File: config.mk
export PLATFORM = sky130hd
export DESIGN_NAME = mem_access_unit_flat
export DESIGN_NICKNAME = d
export VERILOG_FILES = /design/src/rtl/mem_access_unit_if.sv /design/src/rtl/mem_access_unit.sv /design/src/flat_wrapper.sv
export SDC_FILE = /design/constraint.sdc
export NUM_CORES = 1
export LEC_CHECK = 0
export CORE_ASPECT_RATIO = 0.7
export CORE_UTILIZATION = 40
export CTS_BUF_LIST = sky130_fd_sc_hd__clkbuf_4 sky130_fd_sc_hd__clkbuf_8
export DETAILED_ROUTE_END_ITERATION = 10
export PLACE_DENSITY = 0.91
export SYNTH_ARGS = -nofsm -noshare
export SYNTH_HDL_FRONTEND = slang
export SYNTH_SLANG_ARGS = --single-unit
File: constraint.sdc
create_clock -name clk -period 2.52 [get_ports clk]
set_input_delay 0.63 -clock clk [delete_from_list [all_inputs] [get_ports clk]]
set_output_delay 0.63 -clock clk [all_outputs]
set_load 0.005 [all_outputs]
File: src/rtl/mem_access_unit_if.sv
// rtl/mem_access_unit_if.sv - request/response and data-memory signal bundle for mem_access_unit
interface mem_access_unit_if;
    logic        req_valid;
    logic        req_ready;
    logic        req_write;
    logic [31:0] req_addr;
    logic [31:0] req_wdata;
    logic        resp_valid;
    logic [31:0] resp_rdata;
    logic        resp_err;
    logic        stall;
    logic [31:0] mem_address;
    logic [31:0] mem_datain;
    logic        mem_memwrite;
    logic        mem_memread;
    logic [31:0] mem_frommemory;

    // The unit itself: takes requests and memory read data, drives everything else.
    modport slave (
        input  req_valid, req_write, req_addr, req_wdata, mem_frommemory,
        output req_ready, resp_valid, resp_rdata, resp_err, stall,
        output mem_address, mem_datain, mem_memwrite, mem_memread
    );

    // The execute stage plus data memory around the unit.
    modport master (
        output req_valid, req_write, req_addr, req_wdata, mem_frommemory,
        input  req_ready, resp_valid, resp_rdata, resp_err, stall,
        input  mem_address, mem_datain, mem_memwrite, mem_memread
    );
endinterface

File: src/rtl/mem_access_unit.sv
// rtl/mem_access_unit.sv - load/store access controller for the word-addressed data memory
module mem_access_unit #(
    parameter int MEM_WORDS = 32,
    parameter int MEM_LAT   = 2
) (
    input  logic            clk,
    input  logic            rst,
    mem_access_unit_if.slave bus
);

    typedef enum logic [1:0] {
        IDLE   = 2'd0,
        ACCESS = 2'd1,
        RESP   = 2'd2
    } state_t;

    state_t      state, state_n;
    logic [3:0]  lat_cnt, lat_cnt_n;

    // Output registers; the latched request lives in the memory-side registers
    // while ACCESS is active, so no separate copy is kept.
    logic [31:0] mem_address_q, mem_address_n;
    logic [31:0] mem_datain_q, mem_datain_n;
    logic        mem_memwrite_q, mem_memwrite_n;
    logic        mem_memread_q, mem_memread_n;
    logic        resp_valid_q, resp_valid_n;
    logic [31:0] resp_rdata_q, resp_rdata_n;
    logic        resp_err_q, resp_err_n;

    logic        accept;
    logic        addr_bad;

    assign accept   = (state == IDLE) && bus.req_valid && !rst;
    assign addr_bad = (bus.req_addr[1:0] != 2'b00) ||
                      ({2'b00, bus.req_addr[31:2]} >= 32'(MEM_WORDS));

    // State, latency counter and every registered output; reset clears all of them.
    always_ff @(posedge clk) begin
        if (rst) begin
            state          <= IDLE;
            lat_cnt        <= 4'd0;
            mem_address_q  <= 32'd0;
            mem_datain_q   <= 32'd0;
            mem_memwrite_q <= 1'b0;
            mem_memread_q  <= 1'b0;
            resp_valid_q   <= 1'b0;
            resp_rdata_q   <= 32'd0;
            resp_err_q     <= 1'b0;
        end else begin
            state          <= state_n;
            lat_cnt        <= lat_cnt_n;
            mem_address_q  <= mem_address_n;
            mem_datain_q   <= mem_datain_n;
            mem_memwrite_q <= mem_memwrite_n;
            mem_memread_q  <= mem_memread_n;
            resp_valid_q   <= resp_valid_n;
            resp_rdata_q   <= resp_rdata_n;
            resp_err_q     <= resp_err_n;
        end
    end

    // Next state and next register values; outputs default to 0 so they are only
    // nonzero in the state that owns them.
    always_comb begin
        state_n        = state;
        lat_cnt_n      = lat_cnt;
        mem_address_n  = 32'd0;
        mem_datain_n   = 32'd0;
        mem_memwrite_n = 1'b0;
        mem_memread_n  = 1'b0;
        resp_valid_n   = 1'b0;
        resp_rdata_n   = 32'd0;
        resp_err_n     = 1'b0;

        case (state)
            IDLE: begin
                if (accept) begin
                    if (addr_bad) begin
                        state_n    = RESP;
                        resp_valid_n = 1'b1;
                        resp_err_n   = 1'b1;
                    end else begin
                        state_n        = ACCESS;
                        lat_cnt_n      = 4'(MEM_LAT - 1);
                        mem_address_n  = {2'b00, bus.req_addr[31:2]};
                        mem_datain_n   = bus.req_wdata;
                        mem_memwrite_n = bus.req_write;
                        mem_memread_n  = !bus.req_write;
                    end
                end
            end
            ACCESS: begin
                if (lat_cnt == 4'd0) begin
                    state_n      = RESP;
                    resp_valid_n = 1'b1;
                    resp_rdata_n = mem_memwrite_q ? 32'd0 : bus.mem_frommemory;
                end else begin
                    lat_cnt_n      = lat_cnt - 4'd1;
                    mem_address_n  = mem_address_q;
                    mem_datain_n   = mem_datain_q;
                    mem_memwrite_n = mem_memwrite_q;
                    mem_memread_n  = mem_memread_q;
                end
            end
            RESP: begin
                state_n = IDLE;
            end
            default: begin
                state_n = IDLE;
            end
        endcase
    end

    assign bus.req_ready    = (state == IDLE) && !rst;
    assign bus.stall        = (state == ACCESS) || ((state == IDLE) && bus.req_valid && !rst);
    assign bus.mem_address  = mem_address_q;
    assign bus.mem_datain   = mem_datain_q;
    assign bus.mem_memwrite = mem_memwrite_q;
    assign bus.mem_memread  = mem_memread_q;
    assign bus.resp_valid   = resp_valid_q;
    assign bus.resp_rdata   = resp_rdata_q;
    assign bus.resp_err     = resp_err_q;

endmodule

File: src/flat_wrapper.sv
// flat-port wrapper written by rule: the top's interface ports become plain ports
module mem_access_unit_flat 
#(
    parameter int MEM_WORDS = 32,
    parameter int MEM_LAT   = 2
)
  (clk, rst, bus_req_valid, bus_req_write, bus_req_addr, bus_req_wdata, bus_mem_frommemory, bus_req_ready, bus_resp_valid, bus_resp_rdata, bus_resp_err, bus_stall, bus_mem_address, bus_mem_datain, bus_mem_memwrite, bus_mem_memread);
  mem_access_unit_if bus_i ();
  input  logic clk;
  input  logic rst;
  input wire logic [$bits(bus_i.req_valid)-1:0] bus_req_valid;
  input wire logic [$bits(bus_i.req_write)-1:0] bus_req_write;
  input wire logic [$bits(bus_i.req_addr)-1:0] bus_req_addr;
  input wire logic [$bits(bus_i.req_wdata)-1:0] bus_req_wdata;
  input wire logic [$bits(bus_i.mem_frommemory)-1:0] bus_mem_frommemory;
  output wire logic [$bits(bus_i.req_ready)-1:0] bus_req_ready;
  output wire logic [$bits(bus_i.resp_valid)-1:0] bus_resp_valid;
  output wire logic [$bits(bus_i.resp_rdata)-1:0] bus_resp_rdata;
  output wire logic [$bits(bus_i.resp_err)-1:0] bus_resp_err;
  output wire logic [$bits(bus_i.stall)-1:0] bus_stall;
  output wire logic [$bits(bus_i.mem_address)-1:0] bus_mem_address;
  output wire logic [$bits(bus_i.mem_datain)-1:0] bus_mem_datain;
  output wire logic [$bits(bus_i.mem_memwrite)-1:0] bus_mem_memwrite;
  output wire logic [$bits(bus_i.mem_memread)-1:0] bus_mem_memread;
  assign bus_i.req_valid = bus_req_valid;
  assign bus_i.req_write = bus_req_write;
  assign bus_i.req_addr = bus_req_addr;
  assign bus_i.req_wdata = bus_req_wdata;
  assign bus_i.mem_frommemory = bus_mem_frommemory;
  assign bus_req_ready = bus_i.req_ready;
  assign bus_resp_valid = bus_i.resp_valid;
  assign bus_resp_rdata = bus_i.resp_rdata;
  assign bus_resp_err = bus_i.resp_err;
  assign bus_stall = bus_i.stall;
  assign bus_mem_address = bus_i.mem_address;
  assign bus_mem_datain = bus_i.mem_datain;
  assign bus_mem_memwrite = bus_i.mem_memwrite;
  assign bus_mem_memread = bus_i.mem_memread;
  mem_access_unit #(.MEM_WORDS(MEM_WORDS), .MEM_LAT(MEM_LAT)) u_core (.clk(clk), .rst(rst), .bus(bus_i));
endmodule
==> flow_summary.toml <==
[timing]
setup_violations = 0
maxSlewViolCount = 0
fmax_mhz = 408
post-route-period-util = 0.973
rsz0062_at_grt = "false"
post-route-min-period_ns = 2.45
hold_violations = 0
clock_skew_ns = 0.00645

[logic_synthesis]
yosysMostFrequentCell = "nand2_1"
ys.warnings.count = 0
seq_area_frac_synth = 0.546
yosysTopAreaCell = "dfxtp_1"
synth_edf_count = 0
synth_area_um2 = 3810
ys_ff_latch = 104
postSynthAreaPerCell_um2 = 9.29
synth_top_area_frac = 0.546
synth-main-ff-cell = "dfxtp_1"
syn_inst = 410
ys_top_cells_by_count = "133 x nand2_1, 104 x dfxtp_1, 60 x a21oi_2"
synth.distinct_cells = 32
netlist_top_cells_area = "dfxtp_1 55%, a21oi_2 14%, nand2_1 13%"
synthArstFlopShare = 0

[die]
chipWidth_um = 119
design.die.area_um2 = 9930
coreArea_um2 = 9140
die_h_um = 83.7
num_rows = 29
ios = 202
start_util = 0.417

[worst_setup_path]
r2r_cells = 7
crit_type = "in -> out"
slowest_stage = "or4b_4"
regToRegSetupSlack_ns = 0.29
cp.required_ns = 1.89
critPathLaunchType = "input port"
cp_cell_sequence = "clkdlybuf4s50_1, or4b_4, nand2_1, dlygate4sd2_1"
crit_arrival_ns = 1.82
slowest_delay_ns = 0.49
cp_max_fo = 2
cp-end-kind = "primary output"

[cts]
hold_buffers = 0
cts_tree = "built"
cts_setup_buffers = 0
cts.sinks = 104
clk_pin_slew_ns = 0.09
cts_inserted_buffers = 9
clockBufferDepth = 2
htree_levels = 3
cts_root_buf = "clkbuf_8"
clk_latency_ns = 0.37

[grt]
grt_util_all_layers = 0.227
antenna_found_initial = 0
grt_pass1_wl_mm = 17.8
grt_pass1_vias = 3573
grt_start_max_net_pins = 45
grt.overflow.total = 0

[placed_design]
gp_congestion = 0.844
place_area_um2 = 5970
hpwlAfterDp_mm = 8.14
io_buffers = 199

[routing]
drc = 0
wl_met1_mm = 4.26
routedWlPerCell_um = 14.8
vias = 3579
route.met2.wl_mm = 5.22
wl_mm = 10.9
drt-initial-drc-count = 181
dr.pass1.iters = 4
topRoutingLayerUsed = "met4"
dr_wl_met3_mm = 1.11
detail-route-antenna-nets = 0
post_drt_via_cell_ratio = 4.86

[power]
p_sw_uw = 718
p_leak_nw = 2.34
ir_drop_v = 0.000314
clkPwrFrac = 0.314
p_int_mw = 2.25
combPwrFrac = 0.118
power_mw = 2.97
swShare = 0.242
p_per_area_nw_per_um2 = 483
seqPwrFrac = 0.569

[final_layout]
synthToLayoutAreaGrowth_pct = 61.4
fillCellCount = 729
layout-drive-gt1-share = 0.165
final_area_um2 = 6150
diodes = 0
nets = 710

[worst_hold_path]
hold_path_depth = 2
hold_class = "reg -> reg"

[flow_run]
maxCapViolations = 0

[status]
status = "completed"
-- metal layers --
metal	GRT usage	vias to the layer above
li1	-	1729
met1	0.259	1640
met2	0.382	180
met3	0.0888	30
met4	0.0886	0
met5	0	-
-- timing repair --
item                                    4_1_cts  5_1_grt
endpoints found under the setup margin        1        2
hold endpoints to repair                      0        0
resized for setup                             2        2
-- through the flow --
stage	hold slack (ns)	setup TNS, ns	utilization	std cells	worst slack (ns)
2_1_floorplan	0.444	0	-	411	0.311
3_3_place_gp	0.437	-8.58	0.653	722	-0.239
3_5_place_dp	0.449	-11.85	0.653	722	-0.241
4_1_cts	0.464	0	0.672	737	0.0246
5_1_grt	0.482	0	0.673	737	0.00895
6_report	0.461	0	0.673	737	0.0692
-- state kept, by name, indices dropped and copies added (netlist names) --
signal,cells
u_core.bus.mem_address,30
u_core.bus.mem_datain,32
u_core.bus.mem_memread,1
u_core.bus.mem_memwrite,1
u_core.bus.resp_err,1
u_core.bus.resp_rdata,32
u_core.bus.resp_valid,1
u_core.lat_cnt,4
u_core.state,2
-- worst max-delay path: cells and delay by family --
kind,cells,cell delay (ns)
simple gates,2,0.56
buf+inv,2,0.63
-- path summary, 6_finish.rpt --
check,start,end
min reg2reg,u_core.bus.mem_datain[14]$_SDFFE_PP0P_,u_core.bus.mem_datain[14]$_SDFFE_PP0P_
min,u_core.bus.mem_datain[14]$_SDFFE_PP0P_,u_core.bus.mem_datain[14]$_SDFFE_PP0P_
max reg2reg,u_core.lat_cnt[0]$_SDFFE_PP0P_,u_core.lat_cnt[3]$_SDFFE_PP0P_
max,rst,bus_stall
-- cell families (layout without fill, tap and decap cells) --
family                   after synthesis  count (layout)  share of synthesized area
AND/OR/NAND/NOR                      197             197                      0.240
other                                  1               2                   0.000984
AO/OA/AOI/OAI                         76              76                      0.163
buffers and inverters                 31             233                     0.0463
flip-flops                           104             104                      0.546
adder cells (fa/ha/maj)                1               1                    0.00328
-- power groups by stage --
stage | Clock (mW) | Sequential [mW] | Combinational [mW]
after floorplan | 0 | 1.73 | 0.104
after detailed placement | 0 | 1.73 | 0.349
after CTS | 0.959 | 1.69 | 0.351
after global placement | 0 | 1.72 | 0.338
final | 0.933 | 1.69 | 0.350
after global routing | 1.02 | 1.69 | 0.377
-- layout by cell type (no fill, tap or decap), drive strengths merged, types with 2 or more instances in the layout --
cell / Yosys / layout
and2: 34 / 34
a21oi: 70 / 70
inv: 3 / 3
or4: 4 / 4
clkbuf: 19 / 9
or3: 3 / 3
nor4: 8 / 8
clkdlybuf4s50: 0 / 196
nand2: 133 / 133
nor2: 7 / 7
buf: 9 / 16
conb: 1 / 2
dfxtp: 104 / 104
clkinv: 0 / 2
clkinvlp: 0 / 4
dlymetal6s2s: 0 / 2
-- final cells by class --
cell class              count  area, um^2  share of cell area
clock buffers               9         124              0.0201
clock inverters             6        47.5             0.00773
inverters                   3        11.3             0.00183
flip-flops and latches    104        2080               0.338
well taps                 124         155              0.0252
repair buffers            215        2150               0.350
multi-input cells         276        1580               0.257
No activity file was read; power rests on OpenSTA's default activity.
==> variant 1 (config.mk and constraints unchanged) <==
Take the reset off `resp_rdata_q` and load it in a clocked block of its own.
--- a/src/rtl/mem_access_unit.sv
+++ b/src/rtl/mem_access_unit.sv
@@ -44,7 +44,6 @@
             mem_memwrite_q <= 1'b0;
             mem_memread_q  <= 1'b0;
             resp_valid_q   <= 1'b0;
-            resp_rdata_q   <= 32'd0;
             resp_err_q     <= 1'b0;
         end else begin
             state          <= state_n;
@@ -54,9 +53,12 @@
             mem_memwrite_q <= mem_memwrite_n;
             mem_memread_q  <= mem_memread_n;
             resp_valid_q   <= resp_valid_n;
-            resp_rdata_q   <= resp_rdata_n;
             resp_err_q     <= resp_err_n;
         end
+    end
+
+    always_ff @(posedge clk) begin
+        resp_rdata_q <= resp_rdata_n;
     end
 
     // Next state and next register values; outputs default to 0 so they are only
Formal check against the unedited RTL: differs if rst is asserted again (counterexample within 4 cycles, from zero or initial values and one cycle with rst high); with rst held inactive, the same outputs for 10 cycles.
==> variant 1 against the unedited design <==
  * Sequential power about the same
  * Critical path depth unchanged
  * Setup slack better by 56 ps
  * Wire length shrank 3.2%
  * Final area is essentially flat
  * Via count down 3.4%
  * Critical path type unchanged
  * Global-route usage fell by 1.3 points
  * Total power grew 4.0%
  * Largest power group unchanged
  * Sequential cell count stayed put
  * Critical endpoint unchanged
  * Synthesized cell count stayed put
  * Worst hold slack better by 2.3 ps
  * Synthesized area about the same
  * Clock skew rose by 4.8 ps
==> variant 1: results <==
{
  "status": "finished clean",
  "dr_wl_met2_um": 5080,
  "ys_seq_area_share_pct": 54.7,
  "finalClockSkew_ps": 11.2,
  "wl_met3_um": 754,
  "min_to": "u_core.bus.mem_address[8]",
  "synthTopCellsByArea": "dfxtp_1, a21oi_2, nand2_1",
  "p_leak_nw": 2.34,
  "cp.arrival_ps": 1760,
  "fin_cells": 736,
  "dr.first_iter.drc_count": 182,
  "wl_per_cell_um": 14.3,
  "fillCellCount": 719,
  "finalInstanceArea_sq_um": 6150,
  "internal_power_mw": 2.31,
  "pg_clk_mw": 1.04,
  "placed_cells": 720,
  "slowest_stage": "clkdlybuf4s50_1",
  "grt_pass1_vias": 3397,
  "grt_usage_pct": 21.4,
  "gp_congestion": 0.778,
  "grt_pass1_wl_um": 16700,
  "reg2reg_to": "u_core.bus.mem_address[13]",
  "detailed_place_hpwl_um": 7790,
  "holdCritStartpoint": "u_core.bus.mem_address[8]",
  "placed_area_sq_um": 5940,
  "period_share_pct": 95.0,
  "synthDistinctLibCells": 33,
  "crit_start": "bus_req_valid",
  "dp_slack_ps": -287,
  "max_stage_delay_ps": 470
}
-- variant 1: cells by family after synthesis --
family | after synthesis | share of synthesized area (%)
AND/OR/NAND/NOR | 197 | 24.0
flip-flops | 104 | 54.7
AO/OA/AOI/OAI | 76 | 16.3
buffers and inverters | 31 | 4.63
adder cells (fa/ha/maj) | 1 | 0.328
other | 1 | 0.0985
-- variant 1: cell type report --
| cell class | instances | area share [%] |
|---|---|---|
| clock inverter | 7 | 1.34 |
| sequential | 104 | 33.9 |
| clock buffer | 9 | 2.02 |
| timing repair buffer | 213 | 34.5 |
| multi-input combinational | 276 | 25.6 |
| inverter | 3 | 0.183 |
| tap | 124 | 2.52 |
-- variant 1: what timing repair did --
| action | in CTS | in global routing |
|---|---|---|
| gates resized for setup | 2 | 2 |
| setup endpoints to repair | 1 | 2 |
| pin swaps | 0 | 0 |
| setup buffers | 0 | 0 |
-- variant 1: metal layers --
layer,up-vias,track usage [%]
met4,0,6.44
li1,1717,-
met3,16,7.72
met5,-,0
met2,129,36.8
met1,1594,24.7
==> variant 2 (config.mk and constraints unchanged) <==
Made on the original files. `MEM_WORDS` is set to 32 in 2 places; all go to 24.
--- a/src/rtl/mem_access_unit.sv
+++ b/src/rtl/mem_access_unit.sv
@@ -1,6 +1,6 @@
 // rtl/mem_access_unit.sv - load/store access controller for the word-addressed data memory
 module mem_access_unit #(
-    parameter int MEM_WORDS = 32,
+    parameter int MEM_WORDS = 24,
     parameter int MEM_LAT   = 2
 ) (
     input  logic            clk,
--- a/src/flat_wrapper.sv
+++ b/src/flat_wrapper.sv
@@ -1,7 +1,7 @@
 // flat-port wrapper written by rule: the top's interface ports become plain ports
 module mem_access_unit_flat 
 #(
-    parameter int MEM_WORDS = 32,
+    parameter int MEM_WORDS = 24,
     parameter int MEM_LAT   = 2
 )
   (clk, rst, bus_req_valid, bus_req_write, bus_req_addr, bus_req_wdata, bus_mem_frommemory, bus_req_ready, bus_resp_valid, bus_resp_rdata, bus_resp_err, bus_stall, bus_mem_address, bus_mem_datain, bus_mem_memwrite, bus_mem_memread);
Function: changed (a bounded check fails within 4 cycles, from zero or initial values and one cycle with rst high).
==> variant 2 against the unedited design <==
  * Total power is 0.90% higher
  * Combinational power is 9.4% higher
  * Sequential cell count stayed put
  * Critical path type is now in2reg
  * Non-clock buffer count is 9 higher
  * Global-route usage is 0.85 points lower
  * Via count is 1.3% lower
  * Wire length is 2.4% higher
  * Sequential share of layout area is 1.1 points lower
  * Final area is 3.3% higher
  * Setup slack worse by 39 ps
  * Largest power group unchanged
  * Critical path depth is 3 higher
  * Synthesized area is 0.46% higher
==> variant 2: results <==
{
  "min_to": "u_core.bus.mem_address[8]",
  "synthDistinctLibCells": 26,
  "finalClockSkew_ps": 7.71,
  "cts_resized": 4,
  "grt_use_met3_pct": 7.72,
  "synthTopCellsByArea": "dfxtp_1, a21oi_2, nand2_1",
  "ys_top_cells_by_count": "nand2_1, dfxtp_1, a21oi_2, and2_1, clkbuf_1",
  "grt_pass1_vias": 3617,
  "multi_input_area_sq_um": 1640,
  "drive_gt1_share_pct": 19.4,
  "status": "finished clean",
  "dr_wl_met2_um": 5550,
  "vdd_drop_max_v": 0.000408,
  "dp_slack_ps": -395,
  "wl_per_cell_um": 15.0,
  "drt-met1-wl_um": 4560,
  "detailed_place_hpwl_um": 8160,
  "p_leak_nw": 2.42,
  "crit_start": "bus_req_addr[9]",
  "grt.met2_usage_pct": 38.1,
  "holdCritStartpoint": "u_core.bus.mem_address[8]",
  "viasPerCell": 4.76,
  "reg2reg_to": "u_core.bus.mem_datain[11]",
  "crit_end": "u_core.lat_cnt[3]",
  "gp_congestion": 0.812,
  "worst_hold_slack_ps": 461,
  "placed_area_sq_um": 5960,
  "rrSetupSlack_ps": 670,
  "final.min_clock_period_ps": 2490,
  "powerDensity_nw_per_um2": 472,
  "syn_inst": 405,
  "routed_wl_um": 11100,
  "nets": 716,
  "met1_usage_pct": 25.3,
  "cp.arrival_ps": 2780,
  "fillCellCount": 678,
  "grt_pass1_wl_um": 17200,
  "ys_seq_area_share_pct": 54.4,
  "wl_met3_um": 906,
  "combPwrFrac_pct": 12.8
}
[variant 2: cell types whose count changed after synthesis, moves of 3 or more]
cell / change
buf_12: +6
buf_6: -6
nand2b_1: +3
nor2_1: -3
o21ai_0: +3
[variant 2: critical path: stages]
cell	delay [ps]
clkdlybuf4s50_1	430
or4_4	440
nor4_4	280
and3_4	250
a21boi_4	70
or4_1	530
a21oi_2	160
[variant 2: cells by family (layout without fill, tap and decap cells)]
logic type / Yosys count / after routing / share of synthesized area, %
adders and majority gates: 1 / 1 / 0.327
other: 1 / 2 / 0.0980
AOI/OAI and AO/OA: 78 / 79 / 16.7
DFF: 104 / 104 / 54.4
and+or+nand+nor: 191 / 191 / 22.6
buffers and inverters: 30 / 242 / 5.88
[variant 2: area by class of cell]
class                   count  share of cell area (%)
well taps                 124                    2.44
flip-flops and latches    104                    32.8
multi-input cells         273                    25.8
repair buffers            224                    36.1
inverters                   3                   0.177
clock buffers              11                    2.19
clock inverters             4                   0.492
